### config.mk
export PLATFORM = sky130hd
export DESIGN_NAME = l2_rx
export DESIGN_NICKNAME = d
export VERILOG_FILES = /design/src/rtl/l2_pkg.sv /design/src/rtl/l2_rx_tmo.sv /design/src/rtl/l2_rx.sv
export SDC_FILE = /design/constraint.sdc
export NUM_CORES = 1
export LEC_CHECK = 0
export ABC_CLOCK_PERIOD_IN_PS = 4460
export CORE_ASPECT_RATIO = 0.7
export CORE_UTILIZATION = 51
export DETAILED_ROUTE_END_ITERATION = 10
export GPL_ROUTABILITY_DRIVEN = 0
export PLACE_DENSITY = 0.81
export SYNTH_ARGS = -nofsm -noshare
export SYNTH_HDL_FRONTEND = slang
export SYNTH_SLANG_ARGS = --single-unit
### constraint.sdc
create_clock -name clk -period 4.46 [get_ports clk]
set_input_delay 1.338 -clock clk [delete_from_list [all_inputs] [get_ports clk]]
set_output_delay 1.338 -clock clk [all_outputs]
set_load 0.05 [all_outputs]
### src/rtl/l2_pkg.sv
// Shared constants, state encodings and helpers for the L2 receive framer.
package l2_pkg;

  localparam logic [15:0] L2_SYNC  = 16'h55AA;

  localparam logic [1:0]  ERR_NONE = 2'b00;
  localparam logic [1:0]  ERR_SYNC = 2'b01;
  localparam logic [1:0]  ERR_LEN  = 2'b10;
  localparam logic [1:0]  ERR_TO   = 2'b11;

  typedef enum logic [2:0] {
    ST_HUNT = 3'b001,
    ST_DATA = 3'b010,
    ST_WAIT = 3'b100
  } l2_state_e;

  // Byte enables of the final payload word; bit 3 is the first payload byte.
  function automatic logic [3:0] be_lut(input logic [1:0] rem_lo);
    logic [3:0] be;
    case (rem_lo)
      2'b00:   be = 4'b1111;
      2'b01:   be = 4'b1000;
      2'b10:   be = 4'b1100;
      2'b11:   be = 4'b1110;
      default: be = 4'b1111;
    endcase
    return be;
  endfunction

endpackage

### src/rtl/l2_rx_tmo.sv
// Inter-word timeout: down-counter reloaded with TO_CYC, expires after
// TO_CYC consecutive run cycles.
module l2_rx_tmo #(
  parameter logic [15:0] TO_CYC = 16'd50000
) (
  input  logic clk,
  input  logic rst_n,
  input  logic load_i,
  input  logic run_i,
  input  logic freeze_i,
  output logic expire_o
);

  logic [15:0] cnt_q;
  logic [15:0] cnt_d;

  // Next count: load beats freeze beats run; expiry on the last run cycle.
  always_comb begin
    cnt_d    = cnt_q;
    expire_o = 1'b0;
    if (load_i) begin
      cnt_d = TO_CYC;
    end else if (freeze_i) begin
      cnt_d = cnt_q;
    end else if (run_i) begin
      if (cnt_q <= 16'd1) begin
        expire_o = 1'b1;
        cnt_d    = TO_CYC;
      end else begin
        cnt_d = cnt_q - 16'd1;
      end
    end else begin
      cnt_d = cnt_q;
    end
  end

  // Counter register.
  always_ff @(posedge clk or negedge rst_n) begin
    if (!rst_n) begin
      cnt_q <= 16'd0;
    end else begin
      cnt_q <= cnt_d;
    end
  end

endmodule

### src/rtl/l2_rx.sv
// L2 receive framer: hunts for the sync header, streams byte-swapped payload
// words to L3, then waits for the response to complete before re-arming.
module l2_rx
  import l2_pkg::*;
#(
  parameter logic [15:0] MAX_LEN = 16'd1024,
  parameter logic [15:0] TO_CYC  = 16'd50000
) (
  input  logic        clk,
  input  logic        rst_n,
  input  logic        pin_l2_clr,
  input  logic        rx_fifo_empty,
  output logic        rx_fifo_rd,
  input  logic [31:0] rx_fifo_dout,
  output logic        l3_start,
  output logic [15:0] l3_len,
  output logic [31:0] l3_wr_data,
  output logic [3:0]  l3_wr_be,
  output logic        l3_wr_last,
  output logic        l3_wr_vld,
  input  logic        l3_wr_rdy,
  input  logic        l3_cmd_done,
  output logic        l2_busy,
  output logic        frm_err,
  output logic [1:0]  err_code
);

  l2_state_e   state_q, state_d;
  logic [15:0] rem_q, rem_d;
  logic [15:0] len_q, len_d;
  logic        start_q, start_d;
  logic [31:0] data_q, data_d;
  logic [3:0]  be_q, be_d;
  logic        last_q, last_d;
  logic        vld_q, vld_d;
  logic [1:0]  errc_q, errc_d;

  logic        rd_s;
  logic        acc_s;
  logic        hdr_bad_s;
  logic        frm_err_s;
  logic [1:0]  err_s;
  logic        tmo_exp_s;
  logic        last_s;
  logic [3:0]  be_s;
  logic [31:0] swap_s;
  logic [15:0] hdr_len_s;

  assign hdr_len_s = rx_fifo_dout[31:16];
  assign acc_s     = vld_q & l3_wr_rdy;
  assign swap_s    = {rx_fifo_dout[7:0], rx_fifo_dout[15:8],
                      rx_fifo_dout[23:16], rx_fifo_dout[31:24]};
  assign last_s    = (rem_q <= 16'd4);
  assign be_s      = last_s ? be_lut(rem_q[1:0]) : 4'b1111;

  // Pop decision; never pops while empty, during clear, or past the payload.
  always_comb begin
    rd_s = 1'b0;
    if (pin_l2_clr) begin
      rd_s = 1'b0;
    end else if (state_q == ST_HUNT) begin
      rd_s = !rx_fifo_empty;
    end else if (state_q == ST_DATA) begin
      rd_s = !rx_fifo_empty && (rem_q != 16'd0) && (!vld_q || l3_wr_rdy);
    end else begin
      rd_s = 1'b0;
    end
  end

  // Error classification for the word being popped, or the timeout.
  always_comb begin
    hdr_bad_s = 1'b0;
    err_s     = ERR_NONE;
    if ((state_q == ST_HUNT) && rd_s) begin
      if (rx_fifo_dout[15:0] != L2_SYNC) begin
        hdr_bad_s = 1'b1;
        err_s     = ERR_SYNC;
      end else if (hdr_len_s > MAX_LEN) begin
        hdr_bad_s = 1'b1;
        err_s     = ERR_LEN;
      end else begin
        hdr_bad_s = 1'b0;
      end
    end else if (tmo_exp_s) begin
      err_s = ERR_TO;
    end else begin
      err_s = ERR_NONE;
    end
    frm_err_s = hdr_bad_s | tmo_exp_s;
  end

  // Idle counter runs only while starved with an empty output register.
  l2_rx_tmo #(.TO_CYC(TO_CYC)) u_tmo (
    .clk      (clk),
    .rst_n    (rst_n),
    .load_i   ((state_q != ST_DATA) || rd_s || pin_l2_clr),
    .run_i    (rx_fifo_empty),
    .freeze_i (vld_q),
    .expire_o (tmo_exp_s)
  );

  // State register.
  always_ff @(posedge clk or negedge rst_n) begin
    if (!rst_n) begin
      state_q <= ST_HUNT;
    end else begin
      state_q <= state_d;
    end
  end

  // Next-state logic; clear overrides every other event.
  always_comb begin
    state_d = state_q;
    case (state_q)
      ST_HUNT: begin
        if (rd_s && !hdr_bad_s) begin
          state_d = (hdr_len_s == 16'd0) ? ST_WAIT : ST_DATA;
        end
      end
      ST_DATA: begin
        if (tmo_exp_s) begin
          state_d = ST_HUNT;
        end else if (acc_s && last_q) begin
          state_d = ST_WAIT;
        end
      end
      ST_WAIT: begin
        if (l3_cmd_done) begin
          state_d = ST_HUNT;
        end
      end
      default: state_d = ST_HUNT;
    endcase
    if (pin_l2_clr) begin
      state_d = ST_HUNT;
    end
  end

  // Output/datapath next values: header latch, payload register, error code.
  always_comb begin
    rem_d   = rem_q;
    len_d   = len_q;
    start_d = 1'b0;
    data_d  = data_q;
    be_d    = be_q;
    last_d  = last_q;
    vld_d   = vld_q;
    errc_d  = errc_q;
    if (pin_l2_clr) begin
      rem_d  = 16'd0;
      len_d  = 16'd0;
      data_d = 32'd0;
      be_d   = 4'd0;
      last_d = 1'b0;
      vld_d  = 1'b0;
      errc_d = ERR_NONE;
    end else begin
      if (frm_err_s) begin
        errc_d = err_s;
      end
      if ((state_q == ST_HUNT) && rd_s && !hdr_bad_s) begin
        start_d = 1'b1;
        len_d   = hdr_len_s;
        rem_d   = hdr_len_s;
      end else if ((state_q == ST_DATA) && rd_s) begin
        vld_d  = 1'b1;
        last_d = last_s;
        be_d   = be_s;
        rem_d  = last_s ? 16'd0 : rem_q - 16'd4;
        for (int i = 0; i < 4; i++) begin
          data_d[8*i +: 8] = be_s[i] ? swap_s[8*i +: 8] : 8'h00;
        end
      end else if ((state_q == ST_DATA) && (acc_s || tmo_exp_s)) begin
        vld_d  = 1'b0;
        last_d = 1'b0;
      end
    end
  end

  // Registered outputs and frame counters.
  always_ff @(posedge clk or negedge rst_n) begin
    if (!rst_n) begin
      rem_q   <= 16'd0;
      len_q   <= 16'd0;
      start_q <= 1'b0;
      data_q  <= 32'd0;
      be_q    <= 4'd0;
      last_q  <= 1'b0;
      vld_q   <= 1'b0;
      errc_q  <= ERR_NONE;
    end else begin
      rem_q   <= rem_d;
      len_q   <= len_d;
      start_q <= start_d;
      data_q  <= data_d;
      be_q    <= be_d;
      last_q  <= last_d;
      vld_q   <= vld_d;
      errc_q  <= errc_d;
    end
  end

  assign rx_fifo_rd = rd_s;
  assign l3_start   = start_q;
  assign l3_len     = len_q;
  assign l3_wr_data = data_q;
  assign l3_wr_be   = be_q;
  assign l3_wr_last = last_q;
  assign l3_wr_vld  = vld_q;
  assign l2_busy    = (state_q != ST_HUNT);
  assign frm_err    = frm_err_s;
  assign err_code   = frm_err_s ? err_s : errc_q;

endmodule

==> impl_metrics.tcl <==
set metrics [dict create \
    portBuffers 97 \
    synth_area_mm2 0.004389 \
    die-height_um 79.62 \
    maxCapViolCount 0 \
    vias 3946 \
    finClkSkew_ps 6.103 \
    root_buffer "clkbuf_16" \
    cp_max_fo 2 \
    clk_pin_slew_ps 70 \
    via_per_inst 6.080 \
    layout-drive-gt1-share_pct 12.23 \
    synth_ff_type "dfrtp_1" \
    worst_pin_slew_ps 1047 \
    finalHoldViolCount 0 \
    power_mw 1.722 \
    yosys.cell_count.top_type "dfrtp_1" \
    ys_seq_area_share_pct 52.48 \
    synth_top_area_cell "dfrtp_1" \
    seq_power_share_pct 48.5 \
    ys.warnings.count 0 \
    final_cell_count_no_fill 649 \
    place_area_mm2 0.005589 \
    postCtsSetupRepairBufs 0 \
    cts_tree "built" \
    grt_max_degree 85 \
    fin_area_mm2 0.005902 \
    cts.sinks 92 \
    dp.cells 633 \
    ys_top_cells_by_count "dfrtp_1 (91), nand2_1 (54), a22o_1 (29)" \
    critical_path_class "in -> out" \
    fin_nets 588 \
    arrival_ps 3070 \
    async_flop_share_pct 100.0 \
    avgSynthCellArea_um2 10.16 \
    grt_pass1_wl_mm 19.58 \
    post_drt_wl_per_cell_um 18.28 \
    track_usage_pct 28.51 \
    start_kind "input pin" \
    insertion_delay_ps 350 \
    grt_pass1_vias 3820 \
    syn_nets 477 \
    hold_buffers 0 \
    antenna_found_initial 0 \
    power_density_mw_per_mm2 291.8 \
    period_needed_ps 4409 \
    die_area_mm2 0.008987 \
    ant_nets 0 \
    p_switching_uw 398.8 \
    numCtsBuffers 9 \
    netlist_instances 432 \
    syn_to_final_growth_pct 34.46 \
    yosysTopAreaCellShare_pct 51.88 \
    p_leak_nw 2.605 \
    wl_mm 11.86 \
    overflow 0 \
    cp-end-kind "output pin" \
    status "finished clean" \
    pin_count 98 \
    num_rows 27 \
    diodes 0 \
    max-slew-margin-rel_pct 30.20 \
    synth_cell_types 56 \
    synth-edff-count 0 \
    ys_seq_elements 92 \
    drtIter0Drc 338 \
    drv_slew 0 \
    drc 0 \
    setup_tns_ps 0 \
    hpwl_mm 8.160 \
    die_x_um 112.9 \
    clockBufferDepth 2 \
    netlist_top_cells_area "dfrtp_1 (52%), a22o_1 (5.8%), nand2_1 (4.6%), nand3_1 (3.2%), a21oi_1 (3.0%)" \
    first_pass_iters 5 \
    setup-violations-final 0 \
    period_share_pct 98.85 \
    clkPwrFrac_pct 44.8 \
    cp.required_ps 3120 \
    fillers 580 \
    coreArea_mm2 0.008108 \
    hold_class "reg -> reg" \
    start_util_pct 54.14 \
    swShare_pct 23.16 \
    fmax_ghz 0.2268 \
    ctsHtreeMaxLevel 3 \
    p_int_mw 1.324 \
    comb_power_share_pct 6.7 \
    ir_worst_vdd_v 0.0002075 \
    rsz0062_at_grt "true" \
]
[area by class of cell]
type | instances | area (µm²) | share of cell area, %
clock inverters | 7 | 75.07 | 1.272
well taps | 101 | 126.4 | 2.141
flip-flops and latches | 92 | 2303 | 39.03
multi-input cells | 310 | 1959 | 33.20
inverters | 8 | 30.03 | 0.5088
repair buffers | 122 | 1182 | 20.03
clock buffers | 9 | 225.2 | 3.816
[logic make-up after synthesis]
group                      after synthesis  share of synthesized area, %
and+or+nand+nor                        194                         24.12
AOI/OAI and AO/OA                      100                         16.13
DFF                                     92                         52.48
buffers and inverters                   30                         3.478
xor gates and xnor gates                 9                         1.796
adders and majority gates                7                         1.995
[stage by stage]
stage / utilization (%) / hold WS, ps / setup slack, ps
detailed placement: 68.94 / 471.8 / -229.8
CTS: 72.67 / 484.3 / 0.7572
finish: 72.79 / 480.8 / 51.08
global route: 72.79 / 506.6 / -1.464
floorplan: - / 465.9 / 108.0
global placement: 68.94 / 461.7 / -233.6
[cells in the final DEF (no fill, tap or decap), types with 5 or more instances in the layout]
cell type,n
ha_1,7
nand2_1,53
nor3_1,12
nand3_1,28
clkdlybuf4s15_1,5
or3_1,7
nor2_1,23
o21ai_0,9
a21oi_1,25
nand2b_1,5
inv_1,8
clkbuf_16,9
clkdlybuf4s50_1,83
o31ai_1,5
and3_2,5
buf_4,26
xor2_1,5
a22o_1,29
nor4_1,9
dfrtp_1,91
nand4_1,9
or4_1,13
[worst paths after layout]
| check | from | endpoint | slack [ps] | cells after the start |
|---|---|---|---|---|
| min in group asynchronous | rst_n | l3_wr_data[29] | 1180 | 1 |
| worst max register to register | rem_q[4] | l3_wr_data[5] | 1780 | 5 |
| worst max-delay path | rx_fifo_dout[21] | err_code[1] | 50 | 6 |
| worst min register to register | l3_wr_be[3] | l3_wr_be[3] | 480 | 1 |
| worst min-delay path | l3_wr_be[3] | l3_wr_be[3] | 480 | 1 |
| max in group asynchronous | rst_n | l3_len[7] | 2530 | 2 |
[power groups by stage]
stage                     logic [mW]  clock network (mW)  registers [mW]
after floorplan               0.0309                   0           0.851
after global placement         0.114                   0           0.851
after detailed placement       0.116                   0           0.851
after CTS                      0.115               0.782           0.835
after global routing           0.124               0.816           0.835
final                          0.115               0.772           0.835
[worst max-delay path, stage by stage]
cell,delay (ps)
clkdlybuf4s15_1,200
or4_4,530
o31a_1,350
o21a_1,190
o31a_1,300
buf_6,160
[registers in the layout, indices dropped and copies added (netlist names)]
| signal | count |
|---|---|
| l3_start | 1 |
| l3_wr_be | 4 |
| l3_wr_vld | 1 |
| rem_q | 16 |
| u_tmo.cnt_q | 16 |
| l3_wr_last | 1 |
| l3_len | 16 |
| errc_q | 2 |
| l3_wr_data | 32 |
| state_q | 3 |
[metal layers]
metal	vias to the layer above	GRT usage, %	wire (µm)
met3	28	8.656	1017
li1	1824	-	-
met1	1918	39.63	5513
met4	0	8.816	178
met5	-	0	0
met2	176	43.02	5152
[what timing repair did]
item	4_1_cts	5_1_grt
resized for setup	14	4
endpoints found under the hold margin	0	0
pin swaps	4	4
endpoints found under the setup margin	3	3
No activity file was read; power rests on OpenSTA's default activity.
